<file path="src/rtl/wave_capture_multi_if.sv">
// Sample-stream and wave-RAM write bus between the sample source/RAM side (master)
// and the capture stage (slave).
interface wave_capture_multi_if #(
    parameter int SAMPLE_W = 16,
    parameter int OUT_W    = 8,
    parameter int ADDR_W   = 8
) ();
    logic                new_sample_ready;
    logic [SAMPLE_W-1:0] new_sample_in;
    logic                write_enable;
    logic [ADDR_W:0]     write_address;
    logic [OUT_W-1:0]    write_sample;

    modport master (
        output new_sample_ready, new_sample_in,
        input  write_enable, write_address, write_sample
    );

    modport slave (
        input  new_sample_ready, new_sample_in,
        output write_enable, write_address, write_sample
    );
endinterface

</file>
<file path="src/rtl/wave_capture_multi.sv">
// Triggered, decimated waveform capture into the inactive bank of a dual-bank wave RAM.
// Optional timeout-forced trigger is enabled by defining AUTO_TRIGGER_EN.
module wave_capture_multi #(
    parameter int SAMPLE_W     = 16,
    parameter int OUT_W        = 8,
    parameter int ADDR_W       = 8,
    parameter int DECIM_W      = 4,
    parameter int AUTO_TIMEOUT = 4096
) (
    input  logic                clk,
    input  logic                reset_n,
    wave_capture_multi_if.slave cap_if,
    input  logic [1:0]          trig_mode,
    input  logic [SAMPLE_W-1:0] trig_level,
    input  logic [DECIM_W-1:0]  decim_ratio,
    input  logic                wave_display_idle,
    output logic                read_index,
    output logic                capture_done,
    output logic                armed,
    output logic                auto_triggered
);
    typedef enum logic [1:0] {ST_ARMED, ST_ACTIVE, ST_WAIT} state_t;

    state_t                     state_q, state_d;
    logic [ADDR_W-1:0]          sample_cnt_q, sample_cnt_d;
    logic [DECIM_W-1:0]         decim_cnt_q, decim_cnt_d;
    logic [DECIM_W-1:0]         ratio_q, ratio_d;
    logic signed [SAMPLE_W-1:0] prev_sample_q, prev_sample_d;
    logic                       prev_valid_q, prev_valid_d;
    logic                       read_index_q, read_index_d;
    logic                       capture_done_q, capture_done_d;

    logic signed [SAMPLE_W-1:0] cur_s, lvl_s;
    logic                       rise, fall, genuine_hit, trig_hit, wr_en;
    logic [OUT_W-1:0]           wr_data;

    assign cur_s = cap_if.new_sample_in;
    assign lvl_s = trig_level;

`ifdef AUTO_TRIGGER_EN
    localparam int TO_W = $clog2(AUTO_TIMEOUT);
    logic [TO_W-1:0] to_cnt_q, to_cnt_d;
    logic            auto_q, auto_d;
    logic            force_hit;

    assign force_hit = (to_cnt_q == TO_W'(AUTO_TIMEOUT - 1));
`endif

    // Stored sample is the top OUT_W bits with the sign bit flipped (offset binary).
    for (genvar gi = 0; gi < OUT_W; gi++) begin : g_wr_data
        if (gi == OUT_W - 1) begin : g_msb
            assign wr_data[gi] = ~cap_if.new_sample_in[SAMPLE_W-1];
        end else begin : g_lsb
            assign wr_data[gi] = cap_if.new_sample_in[SAMPLE_W-OUT_W+gi];
        end
    end

    always_comb begin
        rise = prev_valid_q && (prev_sample_q < lvl_s) && (cur_s >= lvl_s);
        fall = prev_valid_q && (prev_sample_q >= lvl_s) && (cur_s < lvl_s);
        case (trig_mode)
            2'b00:   genuine_hit = rise;
            2'b01:   genuine_hit = fall;
            2'b10:   genuine_hit = rise | fall;
            default: genuine_hit = 1'b1;
        endcase
`ifdef AUTO_TRIGGER_EN
        trig_hit = genuine_hit | force_hit;
`else
        trig_hit = genuine_hit;
`endif
    end

    always_comb begin
        state_d        = state_q;
        sample_cnt_d   = sample_cnt_q;
        decim_cnt_d    = decim_cnt_q;
        ratio_d        = ratio_q;
        prev_sample_d  = prev_sample_q;
        prev_valid_d   = prev_valid_q;
        read_index_d   = read_index_q;
        capture_done_d = 1'b0;
        wr_en          = 1'b0;
`ifdef AUTO_TRIGGER_EN
        to_cnt_d       = to_cnt_q;
        auto_d         = auto_q;
`endif

        if (cap_if.new_sample_ready) begin
            prev_sample_d = cur_s;
            prev_valid_d  = 1'b1;
        end

        case (state_q)
            ST_ARMED: begin
                if (cap_if.new_sample_ready) begin
`ifdef AUTO_TRIGGER_EN
                    to_cnt_d = to_cnt_q + TO_W'(1);
`endif
                    if (trig_hit) begin
                        wr_en        = 1'b1;
                        sample_cnt_d = ADDR_W'(1);
                        decim_cnt_d  = decim_ratio;
                        ratio_d      = decim_ratio;
                        state_d      = ST_ACTIVE;
`ifdef AUTO_TRIGGER_EN
                        auto_d       = ~genuine_hit;
`endif
                    end
                end
            end
            ST_ACTIVE: begin
                if (cap_if.new_sample_ready) begin
                    if (decim_cnt_q == '0) begin
                        wr_en       = 1'b1;
                        decim_cnt_d = ratio_q;
                        if (sample_cnt_q == {ADDR_W{1'b1}}) begin
                            sample_cnt_d   = '0;
                            state_d        = ST_WAIT;
                            capture_done_d = 1'b1;
                        end else begin
                            sample_cnt_d = sample_cnt_q + ADDR_W'(1);
                        end
                    end else begin
                        decim_cnt_d = decim_cnt_q - DECIM_W'(1);
                    end
                end
            end
            ST_WAIT: begin
                // A sample arriving in the swap cycle is dropped: prev_valid is cleared.
                if (wave_display_idle) begin
                    read_index_d = ~read_index_q;
                    sample_cnt_d = '0;
                    prev_valid_d = 1'b0;
                    state_d      = ST_ARMED;
`ifdef AUTO_TRIGGER_EN
                    to_cnt_d     = '0;
`endif
                end
            end
            default: state_d = ST_ARMED;
        endcase
    end

    always_ff @(posedge clk or negedge reset_n) begin
        if (!reset_n) begin
            state_q        <= ST_ARMED;
            sample_cnt_q   <= '0;
            decim_cnt_q    <= '0;
            ratio_q        <= '0;
            prev_sample_q  <= '0;
            prev_valid_q   <= 1'b0;
            read_index_q   <= 1'b0;
            capture_done_q <= 1'b0;
        end else begin
            state_q        <= state_d;
            sample_cnt_q   <= sample_cnt_d;
            decim_cnt_q    <= decim_cnt_d;
            ratio_q        <= ratio_d;
            prev_sample_q  <= prev_sample_d;
            prev_valid_q   <= prev_valid_d;
            read_index_q   <= read_index_d;
            capture_done_q <= capture_done_d;
        end
    end

`ifdef AUTO_TRIGGER_EN
    always_ff @(posedge clk or negedge reset_n) begin
        if (!reset_n) begin
            to_cnt_q <= '0;
            auto_q   <= 1'b0;
        end else begin
            to_cnt_q <= to_cnt_d;
            auto_q   <= auto_d;
        end
    end

    assign auto_triggered = auto_q;
`else
    // No timeout path: the flag is constant low.
    assign auto_triggered = (AUTO_TIMEOUT < 0);
`endif

    assign cap_if.write_enable  = wr_en;
    assign cap_if.write_address = {~read_index_q, sample_cnt_q};
    assign cap_if.write_sample  = wr_data;
    assign read_index           = read_index_q;
    assign capture_done         = capture_done_q;
    assign armed                = (state_q == ST_ARMED);
endmodule

</file>
<file path="src/flat_wrapper.sv">
// flat-port wrapper written by rule: the top's interface ports become plain ports
module wave_capture_multi_flat 
#(
    parameter int SAMPLE_W     = 16,
    parameter int OUT_W        = 8,
    parameter int ADDR_W       = 8,
    parameter int DECIM_W      = 4,
    parameter int AUTO_TIMEOUT = 4096
)
  (clk, reset_n, trig_mode, trig_level, decim_ratio, wave_display_idle, read_index, capture_done, armed, auto_triggered, cap_if_new_sample_ready, cap_if_new_sample_in, cap_if_write_enable, cap_if_write_address, cap_if_write_sample);
  wave_capture_multi_if #(.SAMPLE_W(SAMPLE_W), .OUT_W(OUT_W), .ADDR_W(ADDR_W)) cap_if_i ();
  input  logic clk;
  input  logic reset_n;
  input  logic [1:0] trig_mode;
  input  logic [SAMPLE_W-1:0] trig_level;
  input  logic [DECIM_W-1:0] decim_ratio;
  input  logic wave_display_idle;
  output logic read_index;
  output logic capture_done;
  output logic armed;
  output logic auto_triggered;
  input wire logic [$bits(cap_if_i.new_sample_ready)-1:0] cap_if_new_sample_ready;
  input wire logic [$bits(cap_if_i.new_sample_in)-1:0] cap_if_new_sample_in;
  output wire logic [$bits(cap_if_i.write_enable)-1:0] cap_if_write_enable;
  output wire logic [$bits(cap_if_i.write_address)-1:0] cap_if_write_address;
  output wire logic [$bits(cap_if_i.write_sample)-1:0] cap_if_write_sample;
  assign cap_if_i.new_sample_ready = cap_if_new_sample_ready;
  assign cap_if_i.new_sample_in = cap_if_new_sample_in;
  assign cap_if_write_enable = cap_if_i.write_enable;
  assign cap_if_write_address = cap_if_i.write_address;
  assign cap_if_write_sample = cap_if_i.write_sample;
  wave_capture_multi #(.SAMPLE_W(SAMPLE_W), .OUT_W(OUT_W), .ADDR_W(ADDR_W), .DECIM_W(DECIM_W), .AUTO_TIMEOUT(AUTO_TIMEOUT)) u_core (.clk(clk), .reset_n(reset_n), .cap_if(cap_if_i), .trig_mode(trig_mode), .trig_level(trig_level), .decim_ratio(decim_ratio), .wave_display_idle(wave_display_idle), .read_index(read_index), .capture_done(capture_done), .armed(armed), .auto_triggered(auto_triggered));
endmodule
</file>
<file path="config.mk">
export PLATFORM = sky130hd
export DESIGN_NAME = wave_capture_multi_flat
export DESIGN_NICKNAME = d
export VERILOG_FILES = /design/src/rtl/wave_capture_multi_if.sv /design/src/rtl/wave_capture_multi.sv /design/src/flat_wrapper.sv
export SDC_FILE = /design/constraint.sdc
export NUM_CORES = 1
export LEC_CHECK = 0
export CAP_MARGIN = 20
export CELL_PAD_IN_SITES_DETAIL_PLACEMENT = 0
export CELL_PAD_IN_SITES_GLOBAL_PLACEMENT = 1
export CORE_ASPECT_RATIO = 1.5
export CORE_MARGIN = 3
export CORE_UTILIZATION = 32
export DETAILED_ROUTE_END_ITERATION = 10
export GPL_TIMING_DRIVEN = 0
export PLACE_DENSITY_LB_ADDON = 0.1
export SETUP_SLACK_MARGIN = 0.3
export SYNTH_ARGS = -nofsm -noshare
export SYNTH_HDL_FRONTEND = slang
export SYNTH_SLANG_ARGS = --single-unit
</file>
<file path="constraint.sdc">
create_clock -name clk -period 5.4 [get_ports clk]
set_clock_uncertainty 0.15 [all_clocks]
set_input_delay 1.08 -clock clk [delete_from_list [all_inputs] [get_ports clk]]
set_output_delay 1.08 -clock clk [all_outputs]
set_load 0.005 [all_outputs]
</file>
==> results of run 1 <==
-- flip-flops by register name, summed over array words and instances (netlist names) --
signal,cells
u_core.prev_sample_q,16
u_core.sample_cnt_q,8
u_core.ratio_q,4
u_core.capture_done,1
u_core.state_q,2
u_core.read_index,1
u_core.prev_valid_q,1
u_core.decim_cnt_q,4
-- placed cells by master, fill, tap and decap left out, drive strengths merged, types with 7 or more instances in the layout --
cell           count
nand2             17
a21oi             12
mux2              22
nand4              7
clkdlybuf4s50     45
dfrtp             37
o31ai              9
nor2              13
clkbuf            10
o21ai             17
dlymetal6s2s       9
inv               31
ha                38
buf               31
nand3              7
-- through the flow --
step                      cells  hold slack [ps]  setup TNS, ps  total power [mW]
after global routing        488              379              0              1.08
after global placement      462              344           -298             0.694
after CTS                   479              367              0              1.01
after floorplan             293              331              0             0.561
final                       488              360              0              1.01
after detailed placement    463              348           -283             0.699
-- per-layer routing --
metal / part of all wire / GRT usage
met1: 0.41 / 0.178
met2: 0.54 / 0.292
met3: 0.034 / 0.0313
met5: 0 / 0
met4: 0.012 / 0.0521
-- report_power, final --
group | total (mW) | internal (mW) | switching, mW
Clock | 0.291 | 0.170 | 0.121
Combinational | 0.350 | 0.194 | 0.157
Sequential | 0.368 | 0.319 | 0.0491
-- what timing repair did --
action / 4_1_cts / 5_1_grt
resized for setup: 29 / 18
buffers inserted: 8 / 9
setup endpoints to repair: 1 / 1
pin swaps: 14 / 14
-- worst max-delay path by stage --
stage,startpoint,to,slack [ps],depth (start not counted)
detailed placement,trig_level[11],cap_if_write_enable,-280,13
floorplan,trig_level[15],cap_if_write_enable,1030,11
global route,trig_level[5],cap_if_write_enable,320,15
finish,trig_level[5],cap_if_write_enable,480,15
global placement,trig_level[15],cap_if_write_enable,-300,13
CTS,trig_level[9],cap_if_write_enable,350,13
-- critical path: cells and delay by family --
family          cells  cell delay [ps]
simple gates        4              710
buf+inv             5              900
compound gates      5              700
fa+ha+maj           1              290
-- cell families (layout without fill, tap and decap cells) --
logic type | count (synthesis) | in the layout | synth area share
other cells | 1 | 1 | 0.00132
fa+ha+maj | 38 | 38 | 0.167
mux | 25 | 25 | 0.103
simple gates | 79 | 79 | 0.160
xor+xnor | 1 | 1 | 0.00308
compound gates | 66 | 66 | 0.166
buf+inv | 46 | 134 | 0.0752
flops | 37 | 37 | 0.325
-- area by class of cell --
type / instances / area (sq um)
Buffer: 15 / 97.6
Clock buffer: 6 / 129
Clock inverter: 2 / 10.0
Tap cell: 107 / 134
Fill cell: 849 / 4460
Multi-Input combinational cell: 210 / 1870
Inverter: 31 / 116
Timing Repair Buffer: 80 / 773
Sequential cell: 37 / 926
==> results.ini, run 1 <==
[yosys]
synth-seq-cells = 37
yosysUniqueCellTypes = 59
total_nets_after_synthesis = 373
synth_area_per_cell_sq_um = 9.71
synth_seq_area_share = 0.325
number_of_enable_flip_flop_cells_after_synthesis = 0
count_of_warnings_emitted_by_yosys = 0
asyncSetResetFlopFracSynth = 1.00
syn_inst = 293
most_frequent_cell_after_synthesis = sky130_fd_sc_hd__ha_1
yosysTopAreaCellShare = 0.325
netlist_top_cells_count = 38 x sky130_fd_sc_hd__ha_1, 37 x sky130_fd_sc_hd__dfrtp_1, 31 x sky130_fd_sc_hd__inv_1, 17 x sky130_fd_sc_hd__mux2_2, 17 x sky130_fd_sc_hd__nand2_1
netlist_top_cells_area = sky130_fd_sc_hd__dfrtp_1 33%, sky130_fd_sc_hd__ha_1 17%, sky130_fd_sc_hd__mux2_2 6.7%
mappedNetlistArea_sq_um = 2850
yosysTopAreaCell = sky130_fd_sc_hd__dfrtp_1
postSynth.topFlopCell = sky130_fd_sc_hd__dfrtp_1

[critical_path]
cell_repeated_most_along_the_worst_path = sky130_fd_sc_hd__buf_4
cp-start-kind = primary input
path_max_fanout = 3
critical_path.endpoint_type = output port
worst-r2r-cell-count = 12
worst_path_max_delay_cell = sky130_fd_sc_hd__clkdlybuf4s50_1
regToRegSetupSlack_ps = 1890
crit_chain = clkdlybuf4s50_1, inv_1, ha_1, nand2_1, nor4_4, o21ai_2, buf_4, nand4b_1, a22oi_2, buf_4, o21ai_4, o311ai_4, o21ai_1, and2_1, buf_2
critical-path-max-stage-delay_ps = 450
worst_ep_arrival_time_ps = 3690
timing.rr.start = u_core.prev_sample_q[11]
critPathRequiredTime_ps = 4170
end_of_the_worst_register_to_register_path = u_core.sample_cnt_q[0]
crit_type = primary input to output port

[clock_network]
clock_tree.root_cell = sky130_fd_sc_hd__clkbuf_16
holdBufCountCts = 0
max-clock-path-buffers = 2
cts_tree = yes
tritoncts_num_sinks = 37
cts.htree.levels = 2
clock_input_transition_at_the_sequential_cells_of_the_worst_setup_and_hold_paths_ps = 60
clock_buffer_count_from_cts = 5
clk-insertion-delay-late_ps = 280

[final_layout]
final_core_util = 0.476
final_net_count = 460
flow.area_growth_from_synthesis_pct = 42.5
post-route-cell-area_sq_um = 4060
post_route_cells_drive_above_1_share = 0.247
n_antenna_cell = 0

[placement]
placement.setup.worst_slack_ps = -283
portBuffers = 62
placed_area_sq_um = 3620
globalplace.congestion = 0.775
dp_hpwl_mm = 5.72

[routing]
route.detailed.wl_per_inst_um = 15.4
route.detailed.drc = 0
initialDrtViolationCount = 42
dr.pass1.iters = 4
detail_route.vias_per_cell = 5.05
routed-via-count = 2466
antenna_left = 0
routed_wl_mm = 7.51

[global_routing]
globalRoute.totalOverflow = 0
grt_start_max_net_pins = 24
grt.total_usage = 0.157
grt_pass1_vias = 2572
grt_first_pass_wirelength_mm = 12.8
grt_antenna_before_repair = 0

[timing]
final.setup.worst_slack_ps = 485
finalHoldViolCount = 0
final_max_slew_violation_count = 0
final_min_period_over_clock_period = 0.910
post_route_minimum_period_ps = 4920
fmaxAchievable_ghz = 0.203
max_slew.worst_pin.slew_ps = 931
rsz0062_at_grt = no
setup_viol = 0
timing.max_slew.rel_slack = 0.378

[floorplanning]
num_io_pins = 64
die_w_um = 83.0
die_area_sq_um = 10100
start_util = 0.334
std_cell_rows = 41
fp.dieH_um = 122
core_region_area_sq_um = 8520

[flow_run]
cap_violations = 0

[min_path]
hold_end = u_core.prev_sample_q[12]
timing.hold.worst_path_depth = 1
hold_path_startpoint = u_core.prev_sample_q[12]
min-delay-path-class = register to register

[power]
power_density_cells_nw_per_um2 = 249
leakage_nw = 1.92
irDropWorstVdd_v = 0.000137

[outcome]
outcome = completed

Power figures use the tool's default switching activity.
==> run 2, diff against run 1 <==
--- a/config.mk
+++ b/config.mk
@@ -13,7 +13,7 @@
 export CORE_UTILIZATION = 32
 export DETAILED_ROUTE_END_ITERATION = 10
 export GPL_TIMING_DRIVEN = 0
-export PLACE_DENSITY_LB_ADDON = 0.1
+export PLACE_DENSITY = 0.68
 export SETUP_SLACK_MARGIN = 0.3
 export SYNTH_ARGS = -nofsm -noshare
 export SYNTH_HDL_FRONTEND = slang
==> results.ini, run 2 (synthesis results as in run 1) <==
[placement]
portBuffers = 62
dp_hpwl_mm = 5.71
globalplace.congestion = 0.786

[final_layout]
post_route_cells_drive_above_1_share = 0.217
top_regs = u_core.prev_sample_q (16), u_core.sample_cnt_q (8)
final_net_count = 452
n_antenna_cell = 0
layout_commonest_cell = sky130_fd_sc_hd__clkdlybuf4s50_1
mostFrequentLayoutCells = 44 x sky130_fd_sc_hd__clkdlybuf4s50_1, 37 x sky130_fd_sc_hd__dfrtp_1, 31 x sky130_fd_sc_hd__ha_1
largest_register_ffs = 16
largest-register = u_core.prev_sample_q
flow.area_growth_from_synthesis_pct = 39.2

[critical_path]
critPathRequiredTime_ps = 4170
critical-path-max-stage-delay_ps = 460
path_max_fanout = 4
crit_type = primary input to output port
cp-start-kind = primary input
critical_path.endpoint_type = output port
worst_path_max_delay_cell = sky130_fd_sc_hd__clkdlybuf4s50_1
crit_chain = clkdlybuf4s50_1, inv_1, ha_1, a21oi_1, o21ai_0, a22oi_1, nand4b_1, a22oi_2, nor3b_4, o311ai_4, o21ai_1, and2_1, buf_2
worst-r2r-cell-count = 11
worst_ep_arrival_time_ps = 3700

[min_path]
min-delay-path-class = register to register
timing.hold.worst_path_depth = 1

[floorplanning]
fp.dieH_um = 122
num_io_pins = 64
start_util = 0.334
std_cell_rows = 41
core_region_area_sq_um = 8520
die_w_um = 83.0
die_area_sq_um = 10100

[clock_network]
clk-insertion-delay-late_ps = 270
clock_input_transition_at_the_sequential_cells_of_the_worst_setup_and_hold_paths_ps = 60
cts.htree.levels = 2
max-clock-path-buffers = 2
holdBufCountCts = 0
tritoncts_num_sinks = 37
clock_buffer_count_from_cts = 5
cts_tree = yes
clock_tree.root_cell = sky130_fd_sc_hd__clkbuf_16

[timing]
finalHoldViolCount = 0
setup_viol = 0
post_route_minimum_period_ps = 4930
max_slew.worst_pin.slew_ps = 936
rsz0062_at_grt = no
hold_slack_ps = 358
final_max_slew_violation_count = 0
fmaxAchievable_ghz = 0.203
timing.max_slew.rel_slack = 0.375
final_min_period_over_clock_period = 0.914

[flow_run]
cap_violations = 0

[routing]
routed-via-count = 2436
route.detailed.wl_per_inst_um = 15.4
total_met3_wirelength_after_detailed_routing_um = 264
detail_route.wirelength.met1_mm = 3.00
dr.pass1.iters = 4
routed_wl_mm = 7.38
antenna_left = 0
detailroute.wirelength.met2_mm = 4.05
route.top_layer_used = met4
initialDrtViolationCount = 86
detail_route.vias_per_cell = 5.08
route.detailed.drc = 0

[global_routing]
globalRoute.totalOverflow = 0
grt_start_max_net_pins = 29
grt_first_pass_wirelength_mm = 12.6
grt_pass1_vias = 2587
grt_antenna_before_repair = 0
grt.total_usage = 0.153

[power]
finalPower_uw = 993
leakage_nw = 1.86
power_density_cells_nw_per_um2 = 251
irDropWorstVdd_v = 0.000182

[outcome]
outcome = completed

## run 2: changes by cell type in the layout (fill, tap and decap cells not counted), moves of 2 or more
cell / previous run / this run
sky130_fd_sc_hd__buf_4: 26 / 18
sky130_fd_sc_hd__clkinv_2: 2 / 0
sky130_fd_sc_hd__dlygate4sd2_1: 6 / 10
sky130_fd_sc_hd__inv_2: 8 / 6
sky130_fd_sc_hd__dlymetal6s2s_1: 9 / 6
sky130_fd_sc_hd__clkbuf_1: 5 / 7
sky130_fd_sc_hd__inv_1: 23 / 25
## run 2: worst max-delay path, delay by kind of cell
| kind | cells | cell delay [ps] |
|---|---|---|
| AOI/OAI and AO/OA | 6 | 1230 |
| adders and majority gates | 1 | 310 |
| buffers and inverters | 3 | 640 |
| and+or+nand+nor | 3 | 440 |
## run 2: through the flow
| step | cells | area (sq um) | setup WS, ps | TNS, ps | utilization |
|---|---|---|---|---|---|
| floorplan | 293 | 2850 | 1030 | 0 | - |
| global placement | 462 | 3600 | -268 | -268 | 0.423 |
| detailed placement | 463 | 3620 | -269 | -269 | 0.425 |
| CTS | 479 | 3930 | 310 | 0 | 0.461 |
| global route | 480 | 3960 | 307 | 0 | 0.465 |
| finish | 480 | 3960 | 466 | 0 | 0.465 |
## run 2: worst paths after layout
| kind | to | startpoint | slack [ps] |
|---|---|---|---|
| hold / removal | u_core.ratio_q[2] | u_core.ratio_q[2] | 360 |
| min in group asynchronous | u_core.sample_cnt_q[5] | reset_n | 520 |
| setup reg to reg | u_core.sample_cnt_q[0] | u_core.prev_sample_q[15] | 2230 |
| setup / recovery | cap_if_write_enable | trig_level[5] | 470 |
| hold reg to reg | u_core.ratio_q[2] | u_core.ratio_q[2] | 360 |
| max in group asynchronous | u_core.read_index | reset_n | 4130 |
## run 2: report_power, final
group / switching [mW] / total, mW / internal [mW]
Clock: 0.108 / 0.280 / 0.172
Sequential: 0.0471 / 0.367 / 0.319
Combinational: 0.157 / 0.347 / 0.190
Total: 0.312 / 0.993 / 0.681
## run 2: final cells by class
type / count / area (sq um)
Buffer: 15 / 97.6
Clock buffer: 8 / 136
Fill cell: 846 / 4550
Inverter: 31 / 116
Multi-Input combinational cell: 210 / 1850
Sequential cell: 37 / 926
Tap cell: 107 / 134
Timing Repair Buffer: 72 / 701
## run 2: repair_timing
item / CTS / global route
pin swaps: 20 / 7
endpoints found under the setup margin: 1 / 1
gates resized for setup: 35 / 9
setup buffers: 8 / 1
## run 2: routing by layer
metal / global-route usage / up-vias
met3: 0.0245 / 7
li1: - / 1214
met1: 0.176 / 1156
met4: 0.0368 / 0
met5: 0 / -
met2: 0.293 / 59
